$ cat src/rtl/enemy_draw.sv
// enemy_draw
// -----------------------------------------------------------------------------
// Draws one enemy sprite on top of the VGA pixel stream. The enemy position
// and alive flag come from the position generator. They are captured once per
// frame, on the rising edge of vertical blanking. The sprite is WIDTH x HEIGHT
// texels. Texels come from an external single-cycle synchronous ROM, and any
// texel equal to TRANSPARENT lets the upstream colour through.
//
// Stream protocol: there is no valid/ready handshake. Every pclk cycle carries
// one pixel. Every output is the corresponding input delayed by exactly 3 pclk
// cycles. pixel_addr is issued 2 cycles ahead of the rgb_out it affects.
//
// Ports
//   pclk                      pixel clock, all state on rising edge
//   rst                       asynchronous active-low reset
//   x_in, y_in                enemy top-left corner (sampled at vblnk rise)
//   alive                     enemy drawn when 1 (sampled at vblnk rise)
//   hcount_in, vcount_in      pixel coordinates
//   hsync_in .. vblnk_in      VGA timing
//   rgb_in                    upstream colour
//   rgb_pixel                 ROM data, valid one cycle after pixel_addr
//   pixel_addr                registered ROM address {row, col}
//   hcount_out .. vblnk_out   timing and coordinates delayed 3 cycles
//   rgb_out                   composited colour
// -----------------------------------------------------------------------------
module enemy_draw #(
  parameter int unsigned WIDTH       = 32,
  parameter int unsigned HEIGHT      = 32,
  parameter logic [11:0] TRANSPARENT = 12'h000
) (
  input  logic                                   pclk,
  input  logic                                   rst,
  input  logic [10:0]                            x_in,
  input  logic [10:0]                            y_in,
  input  logic                                   alive,
  input  logic [10:0]                            hcount_in,
  input  logic [10:0]                            vcount_in,
  input  logic                                   hsync_in,
  input  logic                                   vsync_in,
  input  logic                                   hblnk_in,
  input  logic                                   vblnk_in,
  input  logic [11:0]                            rgb_in,
  input  logic [11:0]                            rgb_pixel,
  output logic [$clog2(WIDTH)+$clog2(HEIGHT)-1:0] pixel_addr,
  output logic [10:0]                            hcount_out,
  output logic [10:0]                            vcount_out,
  output logic                                   hsync_out,
  output logic                                   vsync_out,
  output logic                                   hblnk_out,
  output logic                                   vblnk_out,
  output logic [11:0]                            rgb_out
);

  localparam int unsigned COL_W  = $clog2(WIDTH);
  localparam int unsigned ROW_W  = $clog2(HEIGHT);
  localparam int unsigned ADDR_W = COL_W + ROW_W;
  // {hcount, vcount, hsync, vsync, hblnk, vblnk}
  localparam int unsigned TIM_W  = 26;

  // Frame latch
  logic        vblnk_prev_q;
  logic [10:0] x_lat_q, y_lat_q;
  logic        alive_lat_q;
  logic        latch_d;

  // Stage 1
  logic              in_box_d, in_box_q1;
  logic [ADDR_W-1:0] addr_d, addr_q;
  logic [TIM_W-1:0]  tim_d, tim_q1;
  logic [11:0]       rgb_q1;

  // Stage 2
  logic              in_box_q2;
  logic [TIM_W-1:0]  tim_q2;
  logic [11:0]       rgb_q2;

  // Stage 3
  logic [TIM_W-1:0]  tim_q3;
  logic [11:0]       rgb_d, rgb_q3;

  // Box bounds in 12 bits so a sprite near column/row 2047 clips at the
  // screen edge instead of wrapping back to 0.
  logic [11:0] x_end, y_end;
  logic        h_hit, v_hit;

  always_comb begin
    latch_d  = vblnk_in & ~vblnk_prev_q;
    x_end    = {1'b0, x_lat_q} + 12'(WIDTH);
    y_end    = {1'b0, y_lat_q} + 12'(HEIGHT);
    h_hit    = (hcount_in >= x_lat_q) & ({1'b0, hcount_in} < x_end);
    v_hit    = (vcount_in >= y_lat_q) & ({1'b0, vcount_in} < y_end);
    // Uses the pre-latch position. Blanking forces this to 0 on a latch
    // cycle anyway.
    in_box_d = alive_lat_q & ~hblnk_in & ~vblnk_in & h_hit & v_hit;
    addr_d   = '0;
    if (in_box_d) begin
      addr_d = {ROW_W'(vcount_in - y_lat_q), COL_W'(hcount_in - x_lat_q)};
    end
    tim_d    = {hcount_in, vcount_in, hsync_in, vsync_in, hblnk_in, vblnk_in};
  end

  // Frame latch: only a vblnk rising edge updates the position.
  always_ff @(posedge pclk or negedge rst) begin
    if (!rst) begin
      vblnk_prev_q <= 1'b0;
      x_lat_q      <= '0;
      y_lat_q      <= '0;
      alive_lat_q  <= 1'b0;
    end else begin
      vblnk_prev_q <= vblnk_in;
      if (latch_d) begin
        x_lat_q     <= x_in;
        y_lat_q     <= y_in;
        alive_lat_q <= alive;
      end
    end
  end

  // Stages 1 and 2: address issue and alignment with the ROM read.
  always_ff @(posedge pclk or negedge rst) begin
    if (!rst) begin
      in_box_q1 <= 1'b0;
      addr_q    <= '0;
      tim_q1    <= '0;
      rgb_q1    <= '0;
      in_box_q2 <= 1'b0;
      tim_q2    <= '0;
      rgb_q2    <= '0;
    end else begin
      in_box_q1 <= in_box_d;
      addr_q    <= addr_d;
      tim_q1    <= tim_d;
      rgb_q1    <= rgb_in;
      in_box_q2 <= in_box_q1;
      tim_q2    <= tim_q1;
      rgb_q2    <= rgb_q1;
    end
  end

  // Stage 3: composite. The ROM texel for the stage-1 address arrives now.
  always_comb begin
    rgb_d = rgb_q2;
    if (in_box_q2 && (rgb_pixel != TRANSPARENT)) begin
      rgb_d = rgb_pixel;
    end
  end

  always_ff @(posedge pclk or negedge rst) begin
    if (!rst) begin
      tim_q3 <= '0;
      rgb_q3 <= '0;
    end else begin
      tim_q3 <= tim_q2;
      rgb_q3 <= rgb_d;
    end
  end

  assign pixel_addr = addr_q;
  assign {hcount_out, vcount_out, hsync_out, vsync_out, hblnk_out, vblnk_out} = tim_q3;
  assign rgb_out    = rgb_q3;

endmodule
$ cat config.mk
export PLATFORM = sky130hd
export DESIGN_NAME = enemy_draw
export DESIGN_NICKNAME = d
export VERILOG_FILES = /design/src/rtl/enemy_draw.sv
export SDC_FILE = /design/constraint.sdc
export NUM_CORES = 1
export LEC_CHECK = 0
export CAP_MARGIN = 15
export CORE_MARGIN = 5
export CORE_UTILIZATION = 41
export DETAILED_ROUTE_END_ITERATION = 10
export PLACE_DENSITY = 0.72
export SYNTH_ARGS = -nofsm -noshare
export SYNTH_HDL_FRONTEND = slang
export SYNTH_SLANG_ARGS = --single-unit
$ cat constraint.sdc
create_clock -name pclk -period 5.7 [get_ports pclk]
set_input_delay 1.71 -clock pclk [delete_from_list [all_inputs] [get_ports pclk]]
set_output_delay 1.71 -clock pclk [all_outputs]
set_load 0.005 [all_outputs]
==> results of run 1 <==
==> layer usage <==
| metal | track usage | vias up | part of all wire |
|---|---|---|---|
| met3 | 0.0622 | 19 | 0.066 |
| met2 | 0.232 | 112 | 0.48 |
| met1 | 0.187 | 1636 | 0.43 |
| li1 | - | 1586 | - |
| met4 | 0.0670 | 0 | 0.024 |
| met5 | 0 | - | 0 |
==> synthesized netlist by cell type (3+ instances only) <==
master and instances:
nor4_1 3, mux2_2 3, nand4_1 5, nand2_1 29, mux2_1 11, nand3_1 11
a21o_1 3, xnor2_1 13, inv_1 28, clkbuf_1 5, ha_1 36, nor4_2 8
nor2b_1 3, dfrtp_1 149, a21oi_1 16, a211oi_1 3, nor3_1 4, o21ai_0 24
==> path summary, 6_finish.rpt <==
check,end,cells past startpoint
min in group asynchronous,rgb_out[9],1
setup / recovery,pixel_addr[1],10
max in group asynchronous,tim_q2[8],2
hold reg to reg,tim_q3[15],0
hold / removal,tim_q3[15],0
setup reg to reg,pixel_addr[1],7
==> registers in the layout, indices dropped and copies added, names as in the netlist, 10 cells and up <==
name	cells
tim_q1	26
tim_q2	26
tim_q3	26
rgb_out	12
rgb_q1	12
rgb_q2	12
x_lat_q	11
y_lat_q	11
pixel_addr	10
==> power breakdown <==
| part | internal [mW] | total [mW] | leakage (nW) | switching, mW |
|---|---|---|---|---|
| combinational | 0.162 | 0.328 | 1.20 | 0.166 |
| clock | 0.722 | 1.14 | 0.310 | 0.415 |
| sequential | 1.12 | 1.15 | 1.78 | 0.0264 |
==> cells by family after synthesis <==
kind of cell / synth area share
XOR/XNOR: 0.0226
flip-flops: 0.689
adder cells (fa/ha/maj): 0.0906
AO/OA/AOI/OAI: 0.0606
multiplexers: 0.0291
AND/OR/NAND/NOR: 0.0795
buffers and inverters: 0.0289
==> stage by stage <==
step	instance area, µm²	setup slack [ns]	utilization
after floorplan	5410	2.42	-
after global placement	6850	1.38	0.524
after detailed placement	6850	1.30	0.524
after CTS	7470	1.72	0.571
after global routing	7500	1.59	0.573
final	7500	1.82	0.573
==> worst reg2reg max path: stages, from the launching register on <==
cell and delay, ns:
dfrtp_1 0.42, ha_1 0.29, inv_1 0.04, ha_1 0.28, o21a_1 0.11, o41ai_1 0.43, o21ai_1 0.46, nor4b_1 0.35
==> area by class of cell <==
| class | instances | area share |
|---|---|---|
| clock buffers | 20 | 0.0623 |
| clock inverters | 12 | 0.0200 |
| inverters | 29 | 0.0145 |
| multi-input cells | 196 | 0.206 |
| flip-flops and latches | 149 | 0.497 |
| well taps | 176 | 0.0294 |
| repair buffers | 127 | 0.171 |
==> out/results.md, run 1 <==
Power and ir drop
- 0.224 mV — VDD IR max
- 3.29 nW — Leak Pwr
- 349 nW/µm² — Power Density
- 2.61 mW — Final Total Pwr

Critical path
- 0.46 ns — biggest cell delay along the critical path
- primary input to register — critical path class
- clkdlybuf4s50_1 -> inv_1 -> ha_1 -> inv_2 -> fa_1 -> nand3_1 -> a211oi_1 -> o41ai_1 -> o21ai_1 -> nor4b_1 — ordered cell list for the critical path
- o21ai_1 — standard cell with the maximum stage delay on the critical path
- 11 — Worst Path Max Fanout
- compound AO/OA/AOI/OAI gates — kind of cell adding the most delay to the critical path
- primary input — critical path startpoint category
- 3 — buffers and inverters on the worst path
- 6.01 ns — Worst EP required
- vcount_in[0] — startpoint of the most critical setup path
- y_lat_q[5] — Reg-to-Reg Start
- 3.21 ns — reg2reg setup slack
- 4.19 ns — CP Data Arrival Time
- register — capturing element type of the critical path

GRT
- 0 — initial antenna violation count
- 18300 µm — first-pass GRT wire length
- 0.151 — overall track demand over capacity in global routing
- 122 — maximum number of pins on one net before global-route repair
- 3647 — via count of the first global-routing pass
- 0 — overflow left after global routing

Place
- 8110 µm — HPWL after detailed placement
- 122 — count of port buffers added during placement
- 0.850 — final estimated routing congestion in global placement
- 676 — number of placed instances, taps included

Drt
- 15.5 µm — routed len/inst
- 187 — First DRT Iteration DRCs
- 4.73 — ratio of routed vias to standard cells
- 0 — number of remaining DRC errors
- 11000 µm — Routed WL
- 0 — Detail Route Antenna Nets
- 3353 — total vias in the final route
- 4 — number of search-and-repair iterations in the first detailed-routing pass

STA
- 0.681 — fraction of the cycle the final worst path needs
- 0.346 ns — hold slack final
- 1.07 ns — slew at the pin with the worst max-slew slack
- 0 — number of hold violations in the final report
- 3.88 ns — shortest period the worst path allows
- 0 — pins over their slew limit
- 0 — total setup violations reported at the end of the flow
- 0.285 — worst rel slew slack
- no — setup repair after global routing missed its margin
- 0.00517 ns — worst clock skew
- 0 ns — Setup TNS
- 258 MHz — max frequency

Synthesis
- 5410 µm² — Netlist Area Pre-Place
- dfrtp_1 (69%), ha_1 (8.3%), mux2_1 (2.3%) — Synth area leaders
- 1.00 — share of async-settable or async-resettable flops after synthesis
- dfrtp_1 — cell accounting for the most synthesized area
- 0 — Yosys warning total
- dfrtp_1 — Most used DFF post-synth
- 149 — FF+latch count, synth
- 0 — number of synthesized flops with an enable pin
- 14.1 µm² — per-instance average area after synthesis
- 40 — Cell variety after synth
- 383 — synthesized instance count
- 496 — Post-Syn Nets
- 0.689 — Yosys top cell area share
- 0.689 — proportion of synthesized chip area in sequential cells

CTS
- 2 — worst-case clock buffer depth
- 0 — number of buffers inserted by post-CTS setup repair
- 149 — clk sinks
- clkbuf_16 — CTS Root Cell
- 0 — CTS hold repair buffers
- 4 — CTS H-tree lvls
- 0.06 ns — clock slew at the register clock pins of the worst setup and hold paths
- 0 — Gates resized, CTS repair
- 17 — CTS Buf Count
- 0.42 ns — Clk Latency, worst-skew pair
- yes — clock tree from TritonCTS

Hold path
- register to register — worst hold-check path type
- tim_q2[15] — worst hold path startpoint

Finish
- 3730 µm² — total area of sequential cells
- dfrtp_1 (149), clkdlybuf4s50_1 (121), ha_1 (36), nand2_1 (29), inv_1 (28) — most frequent cells in the layout
- dfrtp_1 — commonest non-fill, non-tap cell in the layout
- 0 — antenna diode count
- 1540 µm² — area of combinational cells with multiple inputs
- 633 — nets
- 1046 — fillcell total
- 709 — Cell Count, Final, Fillers Out
- 0.103 — share of final-layout standard cells stronger than drive strength 1
- 38.5% — Area Overhead vs Synth

Die
- 125 µm — Die Height
- 13100 µm² — Core ar.
- 123 — number of top-level pins
- 125 µm — width of the die
- 0.414 — initial cell density of the core
- 42 — number of cell rows
- 15600 µm² — Die Area

Status
- completed — status

Run
- 0 — max-cap check violation count

No activity file was read; power rests on OpenSTA's default activity.
==> run 2: changes to the inputs <==
==> constraint.sdc (replaced) <==
create_clock -name pclk -period 3.6 [get_ports pclk]
set_input_delay 1.08 -clock pclk [delete_from_list [all_inputs] [get_ports pclk]]
set_output_delay 1.08 -clock pclk [all_outputs]
set_load 0.005 [all_outputs]
==> run 2 against run 1 <==
Against the previous run: clock skew is 0.0012 ns higher; register-to-register slack worse by 2.0 ns; design area is 0.17% higher; global-route usage is 0.11 points higher; largest power group unchanged; highest routed layer unchanged.
==> out/results.md, run 2 (same netlist as run 1, synthesis figures left out) <==
Status
- completed — status

Place
- 0.832 — final estimated routing congestion in global placement
- 122 — count of port buffers added during placement
- 6880 µm² — instance area at placement
- 678 — number of placed instances, taps included
- 8230 µm — HPWL after detailed placement

Drt
- 4.75 — ratio of routed vias to standard cells
- 147 — First DRT Iteration DRCs
- 11100 µm — Routed WL
- 3379 — total vias in the final route
- 0 — Detail Route Antenna Nets
- 4 — number of search-and-repair iterations in the first detailed-routing pass
- 15.6 µm — routed len/inst
- 0 — number of remaining DRC errors

GRT
- 0.152 — overall track demand over capacity in global routing
- 0 — overflow left after global routing
- 18700 µm — first-pass GRT wire length
- 64 — maximum number of pins on one net before global-route repair
- 0 — initial antenna violation count
- 3706 — via count of the first global-routing pass

Power and ir drop
- 0.436 — fraction of power consumed by the clock network
- 0.940 mW — net switching power
- 0.126 — proportion of power drawn by combinational gates
- 553 nW/µm² — Power Density
- 3.28 nW — Leak Pwr
- 3.21 mW — cell internal power dissipation
- 0.327 mV — VDD IR max
- 0.226 — share of total power consumed by net switching
- 0.438 — part of the power in registers

Finish
- dfrtp_1 — commonest non-fill, non-tap cell in the layout
- 38.7% — Area Overhead vs Synth
- 1041 — fillcell total
- 711 — Cell Count, Final, Fillers Out
- 0 — antenna diode count
- tim_q1: 26 flops, tim_q2: 26 flops, tim_q3: 26 flops — biggest registers after layout
- 7510 µm² — final design instance area without fill
- 635 — nets
- dfrtp_1 (149), clkdlybuf4s50_1 (121), ha_1 (36), nand2_1 (29), inv_1 (28) — most frequent cells in the layout
- 0.574 — fraction of the core area covered by cells at the end of the flow
- 0.103 — share of final-layout standard cells stronger than drive strength 1

STA
- 0 — total setup violations reported at the end of the flow
- 0 — pins over their slew limit
- 2.98 ns — shortest period the worst path allows
- 336 MHz — max frequency
- 0.911 ns — slew at the pin with the worst max-slew slack
- 0.827 — fraction of the cycle the final worst path needs
- 0.389 — worst rel slew slack
- no — setup repair after global routing missed its margin
- 0 ns — Setup TNS
- 0 — number of hold violations in the final report
- 0.00638 ns — worst clock skew

Die
- 123 — number of top-level pins
- 125 µm — width of the die
- 13100 µm² — Core ar.
- 125 µm — Die Height
- 42 — number of cell rows
- 15600 µm² — Die Area
- 0.414 — initial cell density of the core

Critical path
- register — capturing element type of the critical path
- 11 — Worst Path Max Fanout
- primary input to register — critical path class
- 3.91 ns — Worst EP required
- primary input — critical path startpoint category
- 3.28 ns — CP Data Arrival Time

CTS
- 149 — clk sinks
- 17 — CTS Buf Count
- 0 — CTS hold repair buffers
- 2 — worst-case clock buffer depth
- 0.41 ns — Clk Latency, worst-skew pair
- 0 — Gates resized, CTS repair
- yes — clock tree from TritonCTS
- 4 — CTS H-tree lvls
- 0.06 ns — clock slew at the register clock pins of the worst setup and hold paths
- 0 — number of buffers inserted by post-CTS setup repair
- clkbuf_16 — CTS Root Cell

Hold path
- register to register — worst hold-check path type

Run
- 0 — max-cap check violation count

run 2: layout make-up:
class | instances | area, µm² | area share
tap | 176 | 220 | 0.0293
clock buffer | 24 | 502 | 0.0668
sequential | 149 | 3730 | 0.497
timing repair buffer | 129 | 1290 | 0.171
clock inverter | 8 | 120 | 0.0160
inverter | 29 | 109 | 0.0145
multi-input combinational | 196 | 1540 | 0.205
run 2: path summary, 6_finish.rpt:
| kind | from | to | slack (ns) | cells past startpoint |
|---|---|---|---|---|
| max reg2reg | y_lat_q[7] | pixel_addr[4] | 1.22 | 10 |
| min reg2reg | rgb_q1[3] | rgb_q2[3] | 0.34 | 0 |
| max in group asynchronous | rst | tim_q3[25] | 2.19 | 2 |
| min in group asynchronous | rst | tim_q2[2] | 0.64 | 1 |
| max | vcount_in[0] | pixel_addr[4] | 0.62 | 11 |
| min | rgb_q1[3] | rgb_q2[3] | 0.34 | 0 |
run 2: power groups by stage:
stage          Combinational, mW  Clock (mW)  Sequential (mW)
3_3_place_gp               0.512           0             1.84
4_1_cts                    0.531        1.85             1.82
5_1_grt                    0.589        1.93             1.83
6_report                   0.525        1.81             1.82
2_1_floorplan              0.272           0             1.84
3_5_place_dp               0.524           0             1.85
run 2: per-stage QoR:
| stage | hold WS, ns | setup WS (ns) | power, mW |
|---|---|---|---|
| finish | 0.344 | 0.621 | 4.15 |
| global placement | 0.332 | 0.207 | 2.35 |
| CTS | 0.347 | 0.551 | 4.20 |
| global route | 0.352 | 0.356 | 4.35 |
| detailed placement | 0.335 | 0.119 | 2.37 |
| floorplan | 0.331 | 0.950 | 2.11 |
run 2: worst max-delay path, stage by stage:
cell             delay, ns
clkdlybuf4s50_1       0.42
inv_1                 0.06
ha_1                  0.15
inv_2                 0.05
fa_1                  0.40
nand3_1               0.11
a211oi_1              0.09
o41ai_1               0.34
o21ai_1               0.12
buf_4                 0.21
nor4_2                0.24
run 2: routing by layer:
metal | part of all wire | routed length (µm) | global-route usage
met5 | 0 | 0 | 0
met4 | 0.016 | 179 | 0.0542
met3 | 0.055 | 615 | 0.0502
met2 | 0.49 | 5470 | 0.254
met1 | 0.44 | 4830 | 0.185
